## src/rtl/apb_reg_slave.sv

```systemverilog
// apb_reg_slave: APB completer with a bank of RW registers, a read-only status word and wait-state insertion
module apb_reg_slave #(
    parameter int NUM_REGS    = 16,
    parameter int WAIT_CYCLES = 1
) (
    input  logic        pclk,
    input  logic        presetn,
    input  logic [7:0]  paddr,
    input  logic        psel,
    input  logic        penable,
    input  logic        pwrite,
    input  logic [31:0] pwdata,
    output logic [31:0] prdata,
    output logic        pready,
    output logic        pslverr,
    output logic [15:0] wr_count
);
    typedef enum logic [1:0] {IDLE, WAIT, READY} state_t;

    localparam logic [3:0] WAIT_INIT = 4'(WAIT_CYCLES);

    state_t      state_q, state_d;
    logic [7:0]  addr_q, addr_d;
    logic        write_q, write_d;
    logic [3:0]  cnt_q, cnt_d;
    logic [31:0] regs_q [NUM_REGS];
    logic [31:0] regs_d [NUM_REGS];
    logic [15:0] wr_count_q, wr_count_d;
    logic [7:0]  err_count_q, err_count_d;
    logic        is_status, is_err;
    logic [31:0] rd_word;

    // Decode the access latched at setup; outputs depend on registered state only
    always_comb begin
        is_status = addr_q == 8'hFF;
        is_err    = (int'(addr_q) >= NUM_REGS && !is_status) || (is_status && write_q);
        rd_word   = is_status ? {8'h00, err_count_q, wr_count_q} : 32'h0;
        for (int i = 0; i < NUM_REGS; i++)
            if (addr_q == 8'(i)) rd_word = regs_q[i];
        pready    = state_q == READY;
        pslverr   = pready && is_err;
        prdata    = (pready && !write_q && !is_err) ? rd_word : 32'h0;
        wr_count  = wr_count_q;
    end

    // Transfer sequencing, register commit and traffic counters
    always_comb begin
        state_d     = state_q;
        addr_d      = addr_q;
        write_d     = write_q;
        cnt_d       = cnt_q;
        regs_d      = regs_q;
        wr_count_d  = wr_count_q;
        err_count_d = err_count_q;
        case (state_q)
            IDLE: if (psel && !penable) begin
                addr_d  = paddr;
                write_d = pwrite;
                cnt_d   = WAIT_INIT;
                state_d = (WAIT_CYCLES > 0) ? WAIT : READY;
            end
            WAIT: if (!psel) state_d = IDLE;
                else if (penable) begin
                    cnt_d   = cnt_q - 4'd1;
                    state_d = (cnt_q <= 4'd1) ? READY : WAIT;
                end
            READY: begin
                state_d = IDLE;
                if (psel && is_err) err_count_d = (err_count_q == 8'hFF) ? err_count_q : err_count_q + 8'd1;
                if (psel && !is_err && write_q) begin
                    wr_count_d = wr_count_q + 16'd1;
                    for (int i = 0; i < NUM_REGS; i++)
                        if (addr_q == 8'(i)) regs_d[i] = pwdata;
                end
            end
            default: state_d = IDLE;
        endcase
    end

    // State registers with asynchronous active-low reset
    always_ff @(posedge pclk or negedge presetn) begin
        if (!presetn) begin
            state_q     <= IDLE;
            addr_q      <= 8'h00;
            write_q     <= 1'b0;
            cnt_q       <= 4'd0;
            regs_q      <= '{default: 32'h0};
            wr_count_q  <= 16'h0;
            err_count_q <= 8'h0;
        end else begin
            state_q     <= state_d;
            addr_q      <= addr_d;
            write_q     <= write_d;
            cnt_q       <= cnt_d;
            regs_q      <= regs_d;
            wr_count_q  <= wr_count_d;
            err_count_q <= err_count_d;
        end
    end
endmodule

```

## config.mk

```make
export PLATFORM = sky130hd
export DESIGN_NAME = apb_reg_slave
export DESIGN_NICKNAME = d
export VERILOG_FILES = /design/src/rtl/apb_reg_slave.sv
export SDC_FILE = /design/constraint.sdc
export NUM_CORES = 1
export LEC_CHECK = 0
export BUFFER_PORTS_ARGS = -buffer_cell sky130_fd_sc_hd__buf_2
export CORE_AREA = 4 4 249 251
export DETAILED_ROUTE_END_ITERATION = 16
export DIE_AREA = 0 0 253 255
export PLACE_DENSITY = 0.66
export SYNTH_ARGS = -nofsm -noshare
export SYNTH_HDL_FRONTEND = slang
export SYNTH_SLANG_ARGS = --single-unit
```

## constraint.sdc

```tcl
create_clock -name pclk -period 5.53 [get_ports pclk]
set_input_delay 1.106 -clock pclk [delete_from_list [all_inputs] [get_ports pclk]]
set_output_delay 1.106 -clock pclk [all_outputs]
set_load 0.05 [all_outputs]
```

# Word-level counts from Yosys, hierarchy flattened
# Index checks and enable logic that the tools add are counted.
[classes] n_eq_ne=23 magnitude_cmp=2 addsub=3 reduce_logical=38 bitwise_logic=1 mux=27
[ops] op="two-way mux 32 bit" count=17
[ops] op="== test 8 x 4 -> 1 bit, second input constant" count=8
[ops] op="AND reduction 3 bit" count=17
[ops] op="== test 8 x 3 -> 1 bit, second input constant" count=4
[ops] op="two-way mux 24 bit" count=1
[ops] op="adder 16 x 1 -> 16 bit, second input constant" count=1
[ops] op="== test 8 x 2 -> 1 bit, second input constant" count=2
[ops] op="== test 8 bit, second input constant" count=2
[ops] op="two-way mux 4 bit" count=3
[ops] op="logical AND 1 bit" count=9
[ops] op="adder 8 x 1 -> 8 bit, second input constant" count=1
[ops] op="== test 8 x 1 -> 1 bit, second input constant" count=1
[ops] op=">= comparator 8 x 5 -> 1 bit, second input constant" count=1
[ops] op="zero test 8 bit" count=1
[ops] op="two-way mux 2 bit" count=4
[ops] op="case mux 4 bit (2 select lines)" count=1
[ops] op="inequality test 2 bit, second input constant" count=3
[ops] op="AND reduction 2 bit" count=3
[ops] op="<= comparator 4 x 1 -> 1 bit, second input constant" count=1
[ops] op="zero test 1 bit" count=4
[ops] op="case mux 2 bit (2 select lines)" count=1
[ops] op="AND reduction 4 bit" count=1
[ops] op="subtractor 4 x 1 -> 4 bit, second input constant" count=1
[ops] op="inequality test 3 bit, second input constant" count=1
[ops] op="other kinds (6)" count=6
[totals] word_cells=116 input_bits=45 out_inout_bits=50 reg_bits=551

# Longest topological paths before layout
# Gate-level depths: netlist of run 1.
[logic_depth] word_depth=19 mapped_depth=9 depth_no_buf=5

# Worst setup path after synthesis of run 1
# No wires, ideal clock.
[synth_path] path_type="reg-to-output" startpoint="register addr_q[5]" endpoint="output prdata[13]" stages_incl_launch_ff=8 arrival_ns=3.087 n_path_buf=2 slack_ns=1.337 required_ns=4.424 cell_sequence="dfrtp_1 or4_1 buf_2 buf_6 nor3_2 o21a_1 o311ai_1 a311oi_1"
[synth_via] elab_chain_len=19 word_cells_on_any_way=42
[synth_rtl] item="start: declaration" line="23" source="logic [7:0] addr_q, addr_d;"
[synth_rtl] item="start signal: assignment" line="92" source="addr_q <= addr_d;"
[synth_rtl] item="== test 8 bit" line="35" source="is_status = addr_q == 8'hFF;"
[synth_rtl] item="two-way mux 24 bit" line="37" source="rd_word = is_status ? {8'h00, err_count_q, wr_count_q} : 32'h0;"
[synth_rtl] item="two-way mux 32 bit (16 in a row)" line="39" source="if (addr_q == 8'(i)) rd_word = regs_q[i];"
[synth_rtl] item="two-way mux 32 bit (*)" line="42" source="prdata = (pready && !write_q && !is_err) ? rd_word : 32'h0;"
[synth_rtl] item="end: declaration" line="13" source="output logic [31:0] prdata,"
# Every way passes the cells marked *; elsewhere a longest branch is shown, timed or not.

# Final worst setup path of run 1
# Ends and elaborated chain as after synthesis.

==> results.json, run 1 <==
{
  "n_antenna_cell": 0,
  "routabilityCongestion": 0.910,
  "cts_tree": "built",
  "tightestPinTransition_ns": 1.09,
  "p_total_w": 0.00981,
  "detail-route-antenna-nets": 0,
  "grt_pass1_vias": 20600,
  "clock_path_buffers": 3,
  "pwr-share-clk": 0.412,
  "finish.instance_area_mm2": 0.0302,
  "routed_wl_mm": 91.0,
  "port_buffers": 94,
  "leakagePower_nw": 14.1,
  "synth_area_mm2": 0.0268,
  "vdd_drop_max_mv": 0.259,
  "holdCritPathClass": "reg -> reg",
  "die_y_um": 255,
  "rsz0062_at_grt": "no",
  "ys_top_cells_by_count": "551 x dfrtp_1, 532 x mux2_2, 102 x a21oi_1",
  "crit_type": "reg -> out",
  "clk_latency_ns": 0.63,
  "period_share": 0.952,
  "drc_errors": 0,
  "cts.sinks": 551,
  "synthFlopType": "dfrtp_1",
  "path_clk_slew_ns": 0.06,
  "whs_endpoint": "regs_q[318]$_DFFE_PN0P_",
  "slew_violations": 0,
  "place.detailed.hpwl_mm": 57.1,
  "synth_top_area_cell": "dfrtp_1",
  "ctsHtreeMaxLevel": 2,
  "routed_via_density": 6.59,
  "cts_made_buffers": 58,
  "outcome": "finished clean",
  "fin_crit_ns": 5.26,
  "seqPwrFrac": 0.430,
  "min_path_cells": 1,
  "wire_per_inst_um": 29.9,
  "antenna_found_initial": 1,
  "syn_to_final_growth_pct": 12.6,
  "intPower_w": 0.00684,
  "endpoint_kind": "output pin",
  "grt_max_degree": 114,
  "die-area_mm2": 0.0645,
  "regToRegEndpoint": "regs_q[10]$_DFFE_PN0P_",
  "hold_slack_ns": 0.483,
  "initial_core_util": 0.447,
  "yosys_warnings": 0,
  "dieWidth_um": 253,
  "worst_setup_path_start_kind": "flip-flop",
  "tns_ns": 0,
  "vias": 20100,
  "fmax_mhz": 190,
  "post_cts_buffers": 0,
  "r2r_slack_ns": 1.39,
  "synth_top_area_frac": 0.515,
  "power_switching_w": 0.00297,
  "synth_seq_cells": 551,
  "synthCells": 2181,
  "grt_pass1_wl_mm": 136,
  "drv_cap": 0,
  "synth_edf_count": 0,
  "power_frac_comb": 0.158,
  "drive_above_1_share": 0.387,
  "power_density_mw_per_mm2": 325,
  "grt.total_usage": 0.278,
  "clockRootBuffer": "clkbuf_16",
  "first_iter_violations": 2517,
  "yosysMostFrequentCell": "dfrtp_1",
  "async_flop_share": 1.00,
  "worstPathArrival_ns": 4.16,
  "finalSetupViolCount": 0,
  "placementRows": 90,
  "syn_avg_cell_area_um2": 12.3,
  "crit_required_ns": 4.42,
  "grt-ovfl-total": 0,
  "hold_viol": 0,
  "reg2reg_depth": 6,
  "ios": 95,
  "worst_hold_startpoint": "regs_q[318]$_DFFE_PN0P_",
  "ys_seq_area_frac": 0.515,
  "core_mm2": 0.0599,
  "place_area_mm2": 0.0282,
  "final.setup_skew_ns": 0.0123,
  "r2r-start": "addr_q[5]$_DFFE_PN0P_",
  "drt-pass1-iter-count": 8,
  "crit_fanout": 21,
  "synth_area_leaders": "dfrtp_1 51%, mux2_2 22%, a21oi_1 1.9%",
  "ys_types": 84,
  "final_nets": 2270,
  "ctsHoldBuffers": 0,
  "utilization": 0.503,
  "post_cts_resized": 0,
  "sw_frac_of_total": 0.303,
  "max_slew_margin": 0.273,
  "syn-num-nets": 2230
}
[per-layer routing]
metal  GRT usage  wire length (um)  vias to the layer above
met4       0.125              4950                        0
li1            -                 -                     8190
met2       0.432             40900                     1170
met1       0.379             36600                    10400
met5           0                 0                        -
met3      0.0589              8590                      295
[layout by cell type (no fill, tap or decap), types with 13 or more instances in the layout]
cell type and count:
a21oi_1 102, a22oi_1 34, a31oi_1 24, and3_1 21
buf_2 93, buf_4 80, clkbuf_16 59, clkbuf_8 14
dfrtp_1 549, mux2_1 14, mux2_2 532, mux2i_1 41
nand2_1 66, nand2b_1 13, nand3_1 52, nand4_1 23
nor2_1 61, nor3_1 32, nor4_1 16, o211ai_1 15
o21ai_0 63, o22ai_1 25, o32ai_1 13, xnor2_1 17
[power by group through the flow]
| stage | Sequential [W] | Clock [W] | Combinational, W |
|---|---|---|---|
| after floorplan | 0.00419 | 0 | 0.000902 |
| after global placement | 0.00428 | 0 | 0.00148 |
| after global routing | 0.00422 | 0.00427 | 0.00160 |
| after detailed placement | 0.00429 | 0 | 0.00149 |
| after CTS | 0.00422 | 0.00408 | 0.00150 |
| final | 0.00422 | 0.00405 | 0.00155 |
[through the flow]
| step | instances | worst slack (ns) |
|---|---|---|
| finish | 3049 | 0.268 |
| detailed placement | 2943 | 0.961 |
| global route | 3049 | 0.198 |
| global placement | 2943 | 1.03 |
| floorplan | 2181 | 1.34 |
| CTS | 3049 | 0.299 |
[critical path, cell delays in order, from the launching register on]
cell	delay (ns)
dfrtp_1	0.43
or4_2	1.08
buf_4	0.34
nor3_2	0.37
o21a_1	0.17
o311ai_1	0.11
a311oi_1	0.62
buf_2	0.39
[state kept, by name, indices dropped and copies added, names as in the netlist]
| signal | cells |
|---|---|
| write_q | 1 |
| cnt_q | 4 |
| state_q | 2 |
| addr_q | 8 |
| regs_q | 512 |
| wr_count | 16 |
| err_count_q | 8 |
[worst max-delay path by stage]
stage / start / endpoint / depth (start not counted)
2_1_floorplan: addr_q[5]$_DFFE_PN0P_ / prdata[13] / 7
3_3_place_gp: addr_q[5]$_DFFE_PN0P_ / prdata[13] / 7
3_5_place_dp: addr_q[5]$_DFFE_PN0P_ / prdata[13] / 7
4_1_cts: addr_q[5]$_DFFE_PN0P_ / prdata[13] / 7
5_1_grt: addr_q[5]$_DFFE_PN0P_ / prdata[13] / 7
6_report: addr_q[5]$_DFFE_PN0P_ / prdata[13] / 7
[logic make-up (layout without fill, tap and decap cells)]
| kind of cell | Yosys count | in the layout | synth area share |
|---|---|---|---|
| buf+inv | 218 | 304 | 0.0372 |
| simple gates | 364 | 364 | 0.0749 |
| mux | 599 | 599 | 0.255 |
| xor+xnor | 22 | 22 | 0.00720 |
| compound gates | 423 | 423 | 0.109 |
| fa+ha+maj | 4 | 4 | 0.00187 |
| flops | 551 | 551 | 0.515 |
[cell type report]
cell class                 count  area, um^2
fill                        5194       29800
sequential                   551       13800
multi-input combinational   1412       12100
clock buffer                  85        1710
timing repair buffer         185        1300
tap                          782         978
clock inverter                21         243
inverter                      13        48.8
Power figures use the tool's default switching activity.
==> run 2, diff against run 1 <==
--- a/config.mk
+++ b/config.mk
@@ -6,9 +6,9 @@
 export NUM_CORES = 1
 export LEC_CHECK = 0
 export BUFFER_PORTS_ARGS = -buffer_cell sky130_fd_sc_hd__buf_2
-export CORE_AREA = 4 4 249 251
+export CORE_AREA = 4 4 228 275
 export DETAILED_ROUTE_END_ITERATION = 16
-export DIE_AREA = 0 0 253 255
+export DIE_AREA = 0 0 232 279
 export PLACE_DENSITY = 0.66
 export SYNTH_ARGS = -nofsm -noshare
 export SYNTH_HDL_FRONTEND = slang
==> constraint.sdc (replaced) <==
create_clock -name pclk -period 5.53 [get_ports pclk]
set_input_delay 1.106 -clock pclk [delete_from_list [all_inputs] [get_ports pclk]]
set_output_delay 1.106 -clock pclk [all_outputs]
set_load 0.005 [all_outputs]
==> run 2 against run 1 <==
Compared with the run above: sequential share of layout area is 0.10 points higher; critical path type unchanged; register-to-register slack better by 0.05 ns; largest power group unchanged; critical endpoint unchanged; via count is 1.4% lower.
==> results.json, run 2 (synthesis gave the netlist of run 1 again) <==
{
  "pwr-share-clk": 0.401,
  "clk_latency_ns": 0.64,
  "cts_made_buffers": 56,
  "clockRootBuffer": "clkbuf_16",
  "cts_tree": "built",
  "seqPwrFrac": 0.439,
  "r2r_slack_ns": 1.44,
  "die-area_mm2": 0.0647,
  "grt_max_degree": 124,
  "clock_path_buffers": 3,
  "multi_input_area_mm2": 0.0121,
  "sw_frac_of_total": 0.301,
  "tns_ns": 0,
  "worst_hold_startpoint": "regs_q[510]$_DFFE_PN0P_",
  "fin_crit_ns": 5.36,
  "grt.total_usage": 0.272,
  "holdCritPathClass": "reg -> reg",
  "ios": 95,
  "slew_violations": 0,
  "vias": 19800,
  "path_clk_slew_ns": 0.06,
  "cp-startpoint": "addr_q[1]$_DFFE_PN0P_",
  "crit_type": "reg -> out",
  "placementRows": 99,
  "vdd_drop_max_mv": 0.233,
  "routed_via_density": 6.46,
  "worstPathArrival_ns": 4.25,
  "rsz0062_at_grt": "no",
  "routed_wl_mm": 89.0,
  "crit_required_ns": 4.42,
  "drive_above_1_share": 0.382,
  "drt-pass1-iter-count": 8,
  "max_slew_margin": 0.333,
  "cts.sinks": 551,
  "period_share": 0.969,
  "grt_pass1_wl_mm": 133,
  "regToRegEndpoint": "regs_q[81]$_DFFE_PN0P_",
  "final_common_cell": "dfrtp_1",
  "dieWidth_um": 232,
  "reg2reg_depth": 7,
  "groute.layer.met2.usage": 0.439,
  "drc_errors": 0,
  "fillCellCount": 5300,
  "first_iter_violations": 2016,
  "critical-path-max-stage-delay_ns": 0.87,
  "dp_cells": 2965,
  "grt_pass1_vias": 20500,
  "tightestPinTransition_ns": 1.00,
  "post_cts_resized": 0,
  "dp_slack_ns": 1.05,
  "worst_setup_path_start_kind": "flip-flop",
  "final_cell_mix": "549 x dfrtp_1, 532 x mux2_2, 102 x a21oi_1",
  "power_switching_w": 0.00290,
  "place.detailed.hpwl_mm": 55.8,
  "finalSetupViolCount": 0,
  "place_area_mm2": 0.0282,
  "intPower_w": 0.00674,
  "utilization": 0.500,
  "routabilityCongestion": 0.900,
  "met1_usage": 0.346,
  "post_cts_buffers": 0,
  "endpoint_kind": "output pin",
  "crit_path_cell_trace": "clkinv_1 -> buf_4 -> nor3_2 -> o21a_1 -> o311ai_1 -> a311oi_1 -> buf_2",
  "port_buffers": 94,
  "antenna_found_initial": 5,
  "cp.depth": 7,
  "leakagePower_nw": 14.0,
  "power_frac_comb": 0.160,
  "core_mm2": 0.0602,
  "use_met3": 0.0645,
  "hold_viol": 0,
  "grt.busiest_layer": "met2",
  "r2r-start": "addr_q[2]$_DFFE_PN0P_",
  "largest_register": "regs_q",
  "ctsHoldBuffers": 0,
  "initial_core_util": 0.445,
  "seq_area_mm2": 0.0138,
  "outcome": "finished clean",
  "finish.instance_area_mm2": 0.0301,
  "final.setup_skew_ns": 0.0147,
  "final_nets": 2264,
  "crit_buf_inv": 3,
  "syn_to_final_growth_pct": 12.3,
  "detail-route-antenna-nets": 0,
  "critPathTopFamily": "buffers and inverters",
  "wire_per_inst_um": 29.0,
  "crit_fanout": 40,
  "drv_cap": 0,
  "fin_cells": 3070,
  "slowest_stage": "dfrtp_4",
  "grt-ovfl-total": 0,
  "largest_reg_flops": 512,
  "ctsHtreeMaxLevel": 2,
  "setup_slack_ns": 0.173,
  "fmax_mhz": 187,
  "crit_path_end": "prdata[13]",
  "power_density_mw_per_mm2": 320,
  "die_y_um": 279
}
run 2: changes by cell type in the layout (fill, tap and decap cells not counted), sizes merged:
cell,before,now
clkinv,13,9
clkbuf,85,88
clkinvlp,2,1
bufinv,5,4
buf,185,181
diode,0,3
inv,14,13
run 2: power groups by stage:
stage	clock, W	sequential, W	combinational [W]
2_1_floorplan	0	0.00419	0.000899
3_3_place_gp	0	0.00430	0.00147
3_5_place_dp	0	0.00430	0.00149
4_1_cts	0.00391	0.00422	0.00149
5_1_grt	0.00409	0.00423	0.00159
6_report	0.00387	0.00423	0.00154
run 2: final cells by class:
cell class / count / share of cell area
diodes: 3 / 0.000250
clock buffers: 88 / 0.0556
clock inverters: 14 / 0.00599
inverters: 13 / 0.00162
multi-input cells: 1412 / 0.401
flip-flops and latches: 551 / 0.459
well taps: 808 / 0.0336
repair buffers: 181 / 0.0431
run 2: worst register-to-register path, stage by stage (launching register included):
cell     delay [ns]
dfrtp_1        0.62
buf_4          0.29
and2_0         0.63
buf_4          0.35
nand3_1        0.58
nor2_4         0.71
buf_4          0.41
mux2_2         0.40
run 2: how the worst min path moves through the flow:
stage | slack, ns | cells after the start | to
4_1_cts | 0.49 | 1 | regs_q[510]$_DFFE_PN0P_
3_5_place_dp | 0.48 | 1 | regs_q[318]$_DFFE_PN0P_
3_3_place_gp | 0.46 | 1 | regs_q[318]$_DFFE_PN0P_
6_report | 0.49 | 1 | regs_q[510]$_DFFE_PN0P_
2_1_floorplan | 0.45 | 1 | regs_q[509]$_DFFE_PN0P_
5_1_grt | 0.50 | 1 | regs_q[190]$_DFFE_PN0P_
run 2: metrics by stage:
step,total power [W],hold slack [ns]
2_1_floorplan,0.00508,0.453
3_3_place_gp,0.00577,0.464
3_5_place_dp,0.00578,0.475
4_1_cts,0.00963,0.489
5_1_grt,0.00991,0.498
6_report,0.00963,0.488
run 2: per-layer routing:
metal  vias to the layer above  share of wire
met2                      1112           0.47
met3                       298          0.094
met4                         4          0.056
met1                     10200           0.38
li1                       8187              -
met5                         -        0.00027
